[src/rtl/scalar_alu.sv]
// Scalar ALU: unsigned add, sub, mul and restoring divide on WIDTH-bit operands.
//
// Ports:
//   i_clk     system clock, all state changes on the rising edge
//   reset     synchronous active-low reset
//   i_ready   one-cycle pulse: op_code, a and b are valid (accepted only when idle)
//   op_code   1 add, 2 sub, 3 mul, 4 div; any other code is illegal
//   a, b      unsigned operands
//   o_result  primary result (sum, difference, product low half, quotient)
//   o_rem     secondary result (carry, borrow, product high half, remainder)
//   o_err     divide-by-zero or illegal op_code for the completed operation
//   o_busy    high while an operation is in flight (EXEC, DIV, DONE)
//   o_ready   one-cycle completion pulse, high during DONE
module scalar_alu #(
  parameter int unsigned WIDTH = 16
) (
  input  logic             i_clk,
  input  logic             reset,
  input  logic             i_ready,
  input  logic [7:0]       op_code,
  input  logic [WIDTH-1:0] a,
  input  logic [WIDTH-1:0] b,
  output logic [WIDTH-1:0] o_result,
  output logic [WIDTH-1:0] o_rem,
  output logic             o_err,
  output logic             o_busy,
  output logic             o_ready
);

  localparam int unsigned CntW = $clog2(WIDTH + 1);
  localparam logic [7:0] OpAdd = 8'd1;
  localparam logic [7:0] OpSub = 8'd2;
  localparam logic [7:0] OpMul = 8'd3;
  localparam logic [7:0] OpDiv = 8'd4;
  localparam logic [CntW-1:0] LastStep = CntW'(WIDTH - 1);

  typedef enum logic [1:0] {StIdle, StExec, StDiv, StDone} state_e;

  state_e            state_q;
  logic [7:0]        op_q;
  logic [WIDTH-1:0]  a_q;
  logic [WIDTH-1:0]  b_q;
  logic [WIDTH-1:0]  quo_q;
  logic [WIDTH-1:0]  rem_q;
  logic [CntW-1:0]   cnt_q;

  logic [WIDTH:0]    add_sum;
  logic [WIDTH:0]    sub_diff;
  logic [2*WIDTH-1:0] prod;
  logic [WIDTH:0]    div_shift;
  logic [WIDTH-1:0]  quo_d;
  logic [WIDTH-1:0]  rem_d;

  always_comb begin
    add_sum  = {1'b0, a_q} + {1'b0, b_q};
    // Zero-extended subtraction: the top bit is the borrow (a < b).
    sub_diff = {1'b0, a_q} - {1'b0, b_q};
    prod     = {{WIDTH{1'b0}}, a_q} * {{WIDTH{1'b0}}, b_q};

    // One restoring-division step: shift the next dividend bit into the
    // partial remainder, subtract the divisor if it fits.
    div_shift = {rem_q, quo_q[WIDTH-1]};
    quo_d     = {quo_q[WIDTH-2:0], 1'b0};
    rem_d     = div_shift[WIDTH-1:0];
    if (div_shift >= {1'b0, b_q}) begin
      // Result is below b, so the low WIDTH bits of the difference suffice.
      rem_d    = div_shift[WIDTH-1:0] - b_q;
      quo_d[0] = 1'b1;
    end
  end

  always_ff @(posedge i_clk) begin
    if (!reset) begin
      state_q  <= StIdle;
      op_q     <= '0;
      a_q      <= '0;
      b_q      <= '0;
      quo_q    <= '0;
      rem_q    <= '0;
      cnt_q    <= '0;
      o_result <= '0;
      o_rem    <= '0;
      o_err    <= 1'b0;
      o_busy   <= 1'b0;
      o_ready  <= 1'b0;
    end else begin
      o_ready <= 1'b0;
      unique case (state_q)
        StIdle: begin
          o_busy <= 1'b0;
          if (i_ready) begin
            op_q    <= op_code;
            a_q     <= a;
            b_q     <= b;
            o_busy  <= 1'b1;
            state_q <= StExec;
          end
        end

        StExec: begin
          state_q <= StDone;
          o_ready <= 1'b1;
          o_err   <= 1'b0;
          case (op_q)
            OpAdd: begin
              o_result <= add_sum[WIDTH-1:0];
              o_rem    <= {{(WIDTH-1){1'b0}}, add_sum[WIDTH]};
            end
            OpSub: begin
              o_result <= sub_diff[WIDTH-1:0];
              o_rem    <= {{(WIDTH-1){1'b0}}, sub_diff[WIDTH]};
            end
            OpMul: begin
              o_result <= prod[WIDTH-1:0];
              o_rem    <= prod[2*WIDTH-1:WIDTH];
            end
            OpDiv: begin
              if (b_q == '0) begin
                o_result <= '1;
                o_rem    <= a_q;
                o_err    <= 1'b1;
              end else begin
                // Outputs keep the previous completion until DIV finishes.
                o_ready  <= 1'b0;
                o_err    <= o_err;
                quo_q    <= a_q;
                rem_q    <= '0;
                cnt_q    <= '0;
                state_q  <= StDiv;
              end
            end
            default: begin
              o_result <= '0;
              o_rem    <= '0;
              o_err    <= 1'b1;
            end
          endcase
        end

        StDiv: begin
          quo_q <= quo_d;
          rem_q <= rem_d;
          cnt_q <= cnt_q + 1'b1;
          if (cnt_q == LastStep) begin
            o_result <= quo_d;
            o_rem    <= rem_d;
            o_err    <= 1'b0;
            o_ready  <= 1'b1;
            state_q  <= StDone;
          end
        end

        StDone: begin
          o_busy  <= 1'b0;
          state_q <= StIdle;
        end

        default: begin
          o_busy  <= 1'b0;
          state_q <= StIdle;
        end
      endcase
    end
  end

endmodule

[config.mk]
export PLATFORM = sky130hd
export DESIGN_NAME = scalar_alu
export DESIGN_NICKNAME = d
export VERILOG_FILES = /design/src/rtl/scalar_alu.sv
export SDC_FILE = /design/constraint.sdc
export NUM_CORES = 1
export LEC_CHECK = 0
export CORE_ASPECT_RATIO = 0.75
export CORE_MARGIN = 2
export CORE_UTILIZATION = 50
export DETAILED_ROUTE_END_ITERATION = 8
export PLACE_DENSITY = 0.69
export SETUP_SLACK_MARGIN = 0.2
export SLEW_MARGIN = 5
export SYNTH_ARGS = -nofsm -noshare
export SYNTH_HDL_FRONTEND = slang
export SYNTH_SLANG_ARGS = --single-unit
export TNS_END_PERCENT = 10
[constraint.sdc]
create_clock -name i_clk -period 7.4 [get_ports i_clk]
set_input_delay 0.74 -clock i_clk [delete_from_list [all_inputs] [get_ports i_clk]]
set_output_delay 0.74 -clock i_clk [all_outputs]
set_load 0.02 [all_outputs]
==> results.toml, run 1 <==
[outcome]
status = "complete, no violations"

[synth]
netlist.top_cell.by_area = "fa_1"
synth_cell_types = 81
synth_cells = 2019
ys_top_cells_by_area = "fa_1 24%, dfxtp_1 14%, ha_1 12%"
syn_area_sq_mm = 0.0164
avgSynthCellArea_sq_um = 8.14
synth_enable_flop_cells = 0
ys_ff_latch = 114
async_flop_share = 0
synth-seq-area-share = 0.139
synthFlopType = "dfxtp_1"
ys_warn_count = 0
syn_nets = 2418
synth_top_area_frac = 0.240

[clock_tree]
cts.sinks = 114
htreeDepth = 4
clock_latency_ns = 0.45
clock_path_buffers = 2
cts.clk_slew.worst_paths_ns = 0.06
ctsRootBufferMaster = "clkbuf_16"
cts_buffers = 17
cts_tree = "yes"
hold_buffers = 0

[floorplanning]
die_w_um = 213
fp.coreArea_sq_mm = 0.0324
die_h_um = 161
rows = 57
die_area_sq_mm = 0.0344
io_pins = 78
initial_core_util = 0.508

[cells_and_area]
layout.nets = 2437
stdcell_count = 2492
drive_gt1_frac = 0.0493
synthToLayoutAreaGrowth_pct = 10.7
antenna_cells = 0

[timing]
hold_viol = 0
fin_crit_ns = 6.83
finalSetupTns_ns = 0
final.setup_skew_ns = 0.00904
timing.hold.ws_ns = 0.456
finalSetupViolations = 0
tightest_slew_ns = 1.20
slew_headroom = 0.200
fmax_mhz = 147
finalCritPeriodShare = 0.922
maxSlewViolCount = 0
grt_setup_unrepaired = "yes"

[grt]
grt_max_degree = 83
antenna_found_initial = 1
grt_overflow = 0
grt_pass1_vias = 15100
track_usage = 0.322
grt_pass1_wl_um = 84700

[power]
power_density_mw_per_mm2 = 267
vdd_drop_max_v = 0.000203
fin_total_pwr_mw = 4.85
cellLeakagePower_nw = 8.43

[worst_setup_path]
slowest_stage = "dfxtp_1"
endpoint_kind = "flop"
ff2ff_setup_slack_ns = 0.57
critPathMaxFanout = 10
crit_required_ns = 7.77
startpoint_type = "flop"
cp.arrival_ns = 7.19
crit_chain = "ha_1, inv_1, fa_1, inv_1, fa_1, fa_1, fa_1, fa_1, inv_1, fa_1, inv_1, ha_1, and2_1, nand3_1, a211oi_1, nor2_1, o31ai_1, xor2_1, a21oi_1, a211oi_1"
crit_path_frequent_cell = "fa_1"
worst-setup-path-type = "reg2reg"
slowest_delay_ns = 0.62

[routing]
wl_per_cell_um = 21.3
drt_iter0_markers = 1368
vias = 14900
ant_nets = 0
finalWirelength_um = 53000
detail_route.vias_per_cell = 5.96
dr.pass1.iters = 6
drc = 0

[placement]
io_buffers = 77
dp_hpwl_um = 41100
gp_congestion = 0.941
dp_cells = 2461

[flow_run]
maxCapViolations = 0

[min_path]
hold_class = "reg2reg"
-- through the flow --
step | instance area [sq um] | util | worst slack [ns]
final | 18200 | 0.562 | 0.574
after global routing | 18200 | 0.562 | 0.197
after global placement | 17600 | 0.543 | 0.716
after detailed placement | 17600 | 0.543 | 0.582
after CTS | 18200 | 0.562 | 0.563
after floorplan | 16400 | - | 1.05
-- worst max-delay path, delay by kind of cell, from the launching register on --
| family | cells | cell delay (ns) |
|---|---|---|
| adders and majority gates | 8 | 3.78 |
| AOI/OAI and AO/OA | 4 | 1.24 |
| DFF | 1 | 0.62 |
| and+or+nand+nor | 3 | 0.56 |
| buffers and inverters | 4 | 0.28 |
| xor gates and xnor gates | 1 | 0.24 |
-- Yosys cell counts (10+ instances only) --
cell type    n
xor2_1      20
nor2b_1     13
nand3_1     29
nor4_1      11
xnor2_1     16
a21boi_0    47
dfxtp_1    114
or3_1       13
nand4_1     12
nand2b_1    19
nor2_1      80
a211oi_1    10
and3_1      11
nand2_1    306
nor3_1      19
a31oi_1     16
a21o_1      26
and2_1     119
o21ai_0     94
a221oi_1    17
ha_1       159
clkbuf_1   104
o211ai_1    20
inv_1      272
fa_1       197
a21oi_1     86
mux2i_1     25
o221ai_1    10
o211a_1     15
-- registers in the layout, indices dropped and copies added, names as in the netlist --
signal    cells
op_q          8
o_rem        16
rem_q        16
o_err         1
b_q          16
o_result     16
quo_q        16
state_q       2
a_q          16
o_ready       1
cnt_q         5
o_busy        1
-- timing repair --
action / in CTS / in global routing
setup buffers: 0 / 0
setup endpoints to repair: 0 / 5
gates resized for setup: 0 / 3
-- layout make-up --
type	count	area (sq um)
clock buffers	21	460
clock inverters	10	134
fillers	3031	14200
inverters	273	1020
multi-input cells	1509	12600
flip-flops and latches	114	2290
well taps	442	553
repair buffers	123	1110
-- per-layer routing --
layer  vias to the layer above  GRT usage  wire [um]
li1                       6722          -          -
met1                      7343      0.455      23300
met2                       678      0.503      23600
met3                       108     0.0558       4590
met4                         2      0.102       1480
met5                         -          0         14
-- kinds of logic (layout without fill, tap and decap cells) --
| group | count (synthesis) | count (layout) | share of synthesized area |
|---|---|---|---|
| buf+inv | 396 | 427 | 0.0939 |
| mux | 28 | 28 | 0.0173 |
| simple gates | 663 | 663 | 0.194 |
| fa+ha+maj | 356 | 356 | 0.361 |
| compound gates | 426 | 426 | 0.176 |
| xor+xnor | 36 | 36 | 0.0192 |
| flops | 114 | 114 | 0.139 |
-- power by group --
part	leakage, nW	switching, mW	total [mW]	internal (mW)
registers	0.934	0.274	1.05	0.780
clock network	0.289	0.336	0.878	0.543
logic	7.20	1.82	2.92	1.10
total	8.43	2.43	4.85	2.42
-- placed cells by master (no fill, tap or decap), drive strengths merged, types with 6 or more instances in the layout --
| cell type | synthesis | layout |
|---|---|---|
| clkdlybuf4s50 | 0 | 76 |
| nand2 | 307 | 307 |
| xnor2 | 16 | 16 |
| nand4 | 12 | 12 |
| o21a | 9 | 9 |
| xor2 | 20 | 20 |
| nor2b | 13 | 13 |
| a31oi | 16 | 16 |
| o211ai | 20 | 20 |
| a221oi | 17 | 17 |
| nor2 | 80 | 80 |
| mux2i | 25 | 25 |
| a211oi | 10 | 10 |
| nand3 | 30 | 30 |
| nor3b | 6 | 6 |
| and2 | 120 | 120 |
| inv | 272 | 272 |
| buf | 19 | 47 |
| and3 | 11 | 11 |
| dfxtp | 114 | 114 |
| or3 | 13 | 13 |
| o21ai | 97 | 97 |
| nor4 | 12 | 12 |
| o31ai | 9 | 9 |
| nor3 | 21 | 21 |
| a21oi | 87 | 87 |
| nand2b | 19 | 19 |
| a21boi | 53 | 53 |
| a21o | 26 | 26 |
| o211a | 15 | 15 |
| clkbuf | 104 | 21 |
| fa | 197 | 197 |
| clkinv | 1 | 6 |
| ha | 159 | 159 |
| o221ai | 10 | 10 |
-- final timing paths --
kind	start	endpoint	depth (start not counted)
max	a_q[8]	o_rem[11]	20
min	o_result[3]	o_result[3]	2
max reg2reg	a_q[8]	o_rem[11]	20
min reg2reg	o_result[3]	o_result[3]	2
Note: power is estimated with default switching activity, not from simulation.
==> run 2: changes to the inputs <==
Settings changed: GPL_TIMING_DRIVEN from default to 0.
==> run 2 against run 1 <==
Compared with the run above:
- non-clock buffer count rose by 76
- clock power grew 5.6%
- cell count increased by 3.1%
- sequential share of layout area shrank 0.20 points
- total power grew 5.5%
- clock skew rose by 0.00051 ns
- global-route usage rose by 4.1 points
- die area is the same
- register-to-register slack got worse by 0.25 ns
==> results.toml, run 2 (same netlist as run 1, synthesis figures left out) <==
[outcome]
status = "complete, no violations"

[clock_tree]
cts.clk_slew.worst_paths_ns = 0.06
cts.sinks = 114
cts_setup_buffers = 0
cts_buffers = 17
clock_path_buffers = 2
clock_latency_ns = 0.45
cts_tree = "yes"
ctsRootBufferMaster = "clkbuf_16"
htreeDepth = 4

[power]
power_density_mw_per_mm2 = 276
vdd_drop_max_v = 0.000155
fin_total_pwr_mw = 5.12
power_frac_seq = 0.191
p_int_mw = 2.50
clock_power_share = 0.181
p_switching_mw = 2.62
swShare = 0.512
p_comb_frac = 0.628
cellLeakagePower_nw = 8.61

[timing]
fmax_mhz = 141
finalSetupViolations = 0
finalCritPeriodShare = 0.956
setup_slack_ns = 0.325
maxSlewViolCount = 0
timing.hold.ws_ns = 0.463
slew_headroom = 0.167
grt_setup_unrepaired = "no"
tightest_slew_ns = 1.24
hold_viol = 0
fin_crit_ns = 7.07
final.setup_skew_ns = 0.00955

[min_path]
hold_start = "op_q[5]"
worstHoldEndpoint = "op_q[5]"
hold_class = "reg2reg"
worst_hold_path.num_cells = 2

[flow_run]
maxCapViolations = 0

[worst_setup_path]
reg2reg_depth = 20
timing.critical_path.max_delay_family = "adder cells"
rr_startpoint = "a_q[10]"
slowest_stage = "fa_1"
critical_path_buf_inv_count = 5
slowest_delay_ns = 0.59
ff2ff_setup_slack_ns = 0.33
cp.arrival_ns = 7.40
critPathMaxFanout = 10
endpoint_kind = "flop"
startpoint_type = "flop"
crit_chain = "buf_2, buf_2, nand2_1, fa_1, fa_1, fa_1, fa_1, inv_1, fa_1, inv_1, fa_1, inv_1, ha_1, nand2_1, a2111oi_4, o21ai_0, o21ai_2, xor2_1, a221oi_1, a21oi_1"
crit_path_frequent_cell = "fa_1"
worst-setup-path-type = "reg2reg"
crit_required_ns = 7.72
reg2reg_to = "o_rem[4]"

[floorplanning]
initial_core_util = 0.508
rows = 57
io_pins = 78
die_area_sq_mm = 0.0344
fp.coreArea_sq_mm = 0.0324
die_w_um = 213
die_h_um = 161

[grt]
grt_pass1_wl_um = 91600
grt_max_degree = 17
grt_overflow = 0
antenna_found_initial = 1
track_usage = 0.363
grt_pass1_vias = 15300

[cells_and_area]
stdcell_count = 2570
n_fill_cell = 3036
synthToLayoutAreaGrowth_pct = 12.9
layout.cells.most_common_list = "306 x nand2_1, 272 x inv_1, 197 x fa_1, 159 x ha_1, 119 x and2_1"
final_common_cell = "nand2_1"
layout.nets = 2513
stdcell_area_sq_mm = 0.0186
drive_gt1_frac = 0.0602

[routing]
wl_per_cell_um = 23.5
finalWirelength_um = 60500
detail_route.vias_per_cell = 6.06
drc = 0
ant_nets = 0
drt_iter0_markers = 1885
dr.pass1.iters = 6
vias = 15600

[placement]
io_buffers = 76
post-place-ws_ns = -0.710
dpl_cell_area_sq_mm = 0.0177
dp_hpwl_um = 48900
dp_cells = 2537
gp_congestion = 0.970
-- run 2: worst reg2reg max path, delay by kind of cell (launching register included) --
family / cells / cell delay (ns)
flops: 1 / 0.38
buf+inv: 5 / 0.94
xor+xnor: 1 / 0.12
simple gates: 2 / 0.27
compound gates: 5 / 1.75
fa+ha+maj: 7 / 3.48
-- run 2: area by class of cell --
cell class | instances | area [sq um] | area share
inverter | 273 | 1020 | 0.0552
multi-input combinational | 1509 | 12700 | 0.683
clock inverter | 13 | 183 | 0.00985
sequential | 114 | 2290 | 0.124
buffer | 123 | 614 | 0.0331
timing repair buffer | 76 | 761 | 0.0410
antenna | 1 | 2.50 | 0.000135
tap | 442 | 553 | 0.0298
clock buffer | 19 | 453 | 0.0244
-- run 2: worst max path at each step --
stage | cells past startpoint | startpoint | slack, ns | end
after floorplan | 21 | a_q[4] | 1.05 | o_rem[15]
after global placement | 21 | a_q[4] | -0.71 | o_rem[15]
after detailed placement | 21 | a_q[4] | -0.71 | o_rem[15]
after CTS | 20 | b_q[1] | 0.1 | o_rem[4]
after global routing | 21 | a_q[6] | 0.20 | o_rem[11]
final | 20 | a_q[10] | 0.33 | o_rem[4]
-- run 2: through the flow --
stage | TNS (ns) | util
floorplan | 0 | -
global placement | -4.78 | 0.548
detailed placement | -5.60 | 0.548
CTS | 0 | 0.570
global route | 0 | 0.573
finish | 0 | 0.573
-- run 2: repair_timing --
item | CTS | global route
setup endpoints to repair | 15 | 15
hold buffers | 0 | 0
pin swaps | 0 | 1
gates resized for setup | 31 | 93
-- run 2: power by group through the flow --
stage | Combinational [mW] | Clock (mW) | Sequential [mW]
after floorplan | 1.91 | 0 | 0.994
after global placement | 3.03 | 0 | 0.969
after detailed placement | 3.06 | 0 | 0.972
after CTS | 3.09 | 0.927 | 0.962
after global routing | 3.43 | 0.952 | 0.986
final | 3.21 | 0.927 | 0.976
-- run 2: layer usage --
layer  track usage  share of wire  up-vias
met5             0              0        -
met4        0.0947          0.024        0
li1              -              -     6885
met3         0.118           0.13      105
met2         0.518           0.41      945
met1         0.526           0.43     7636
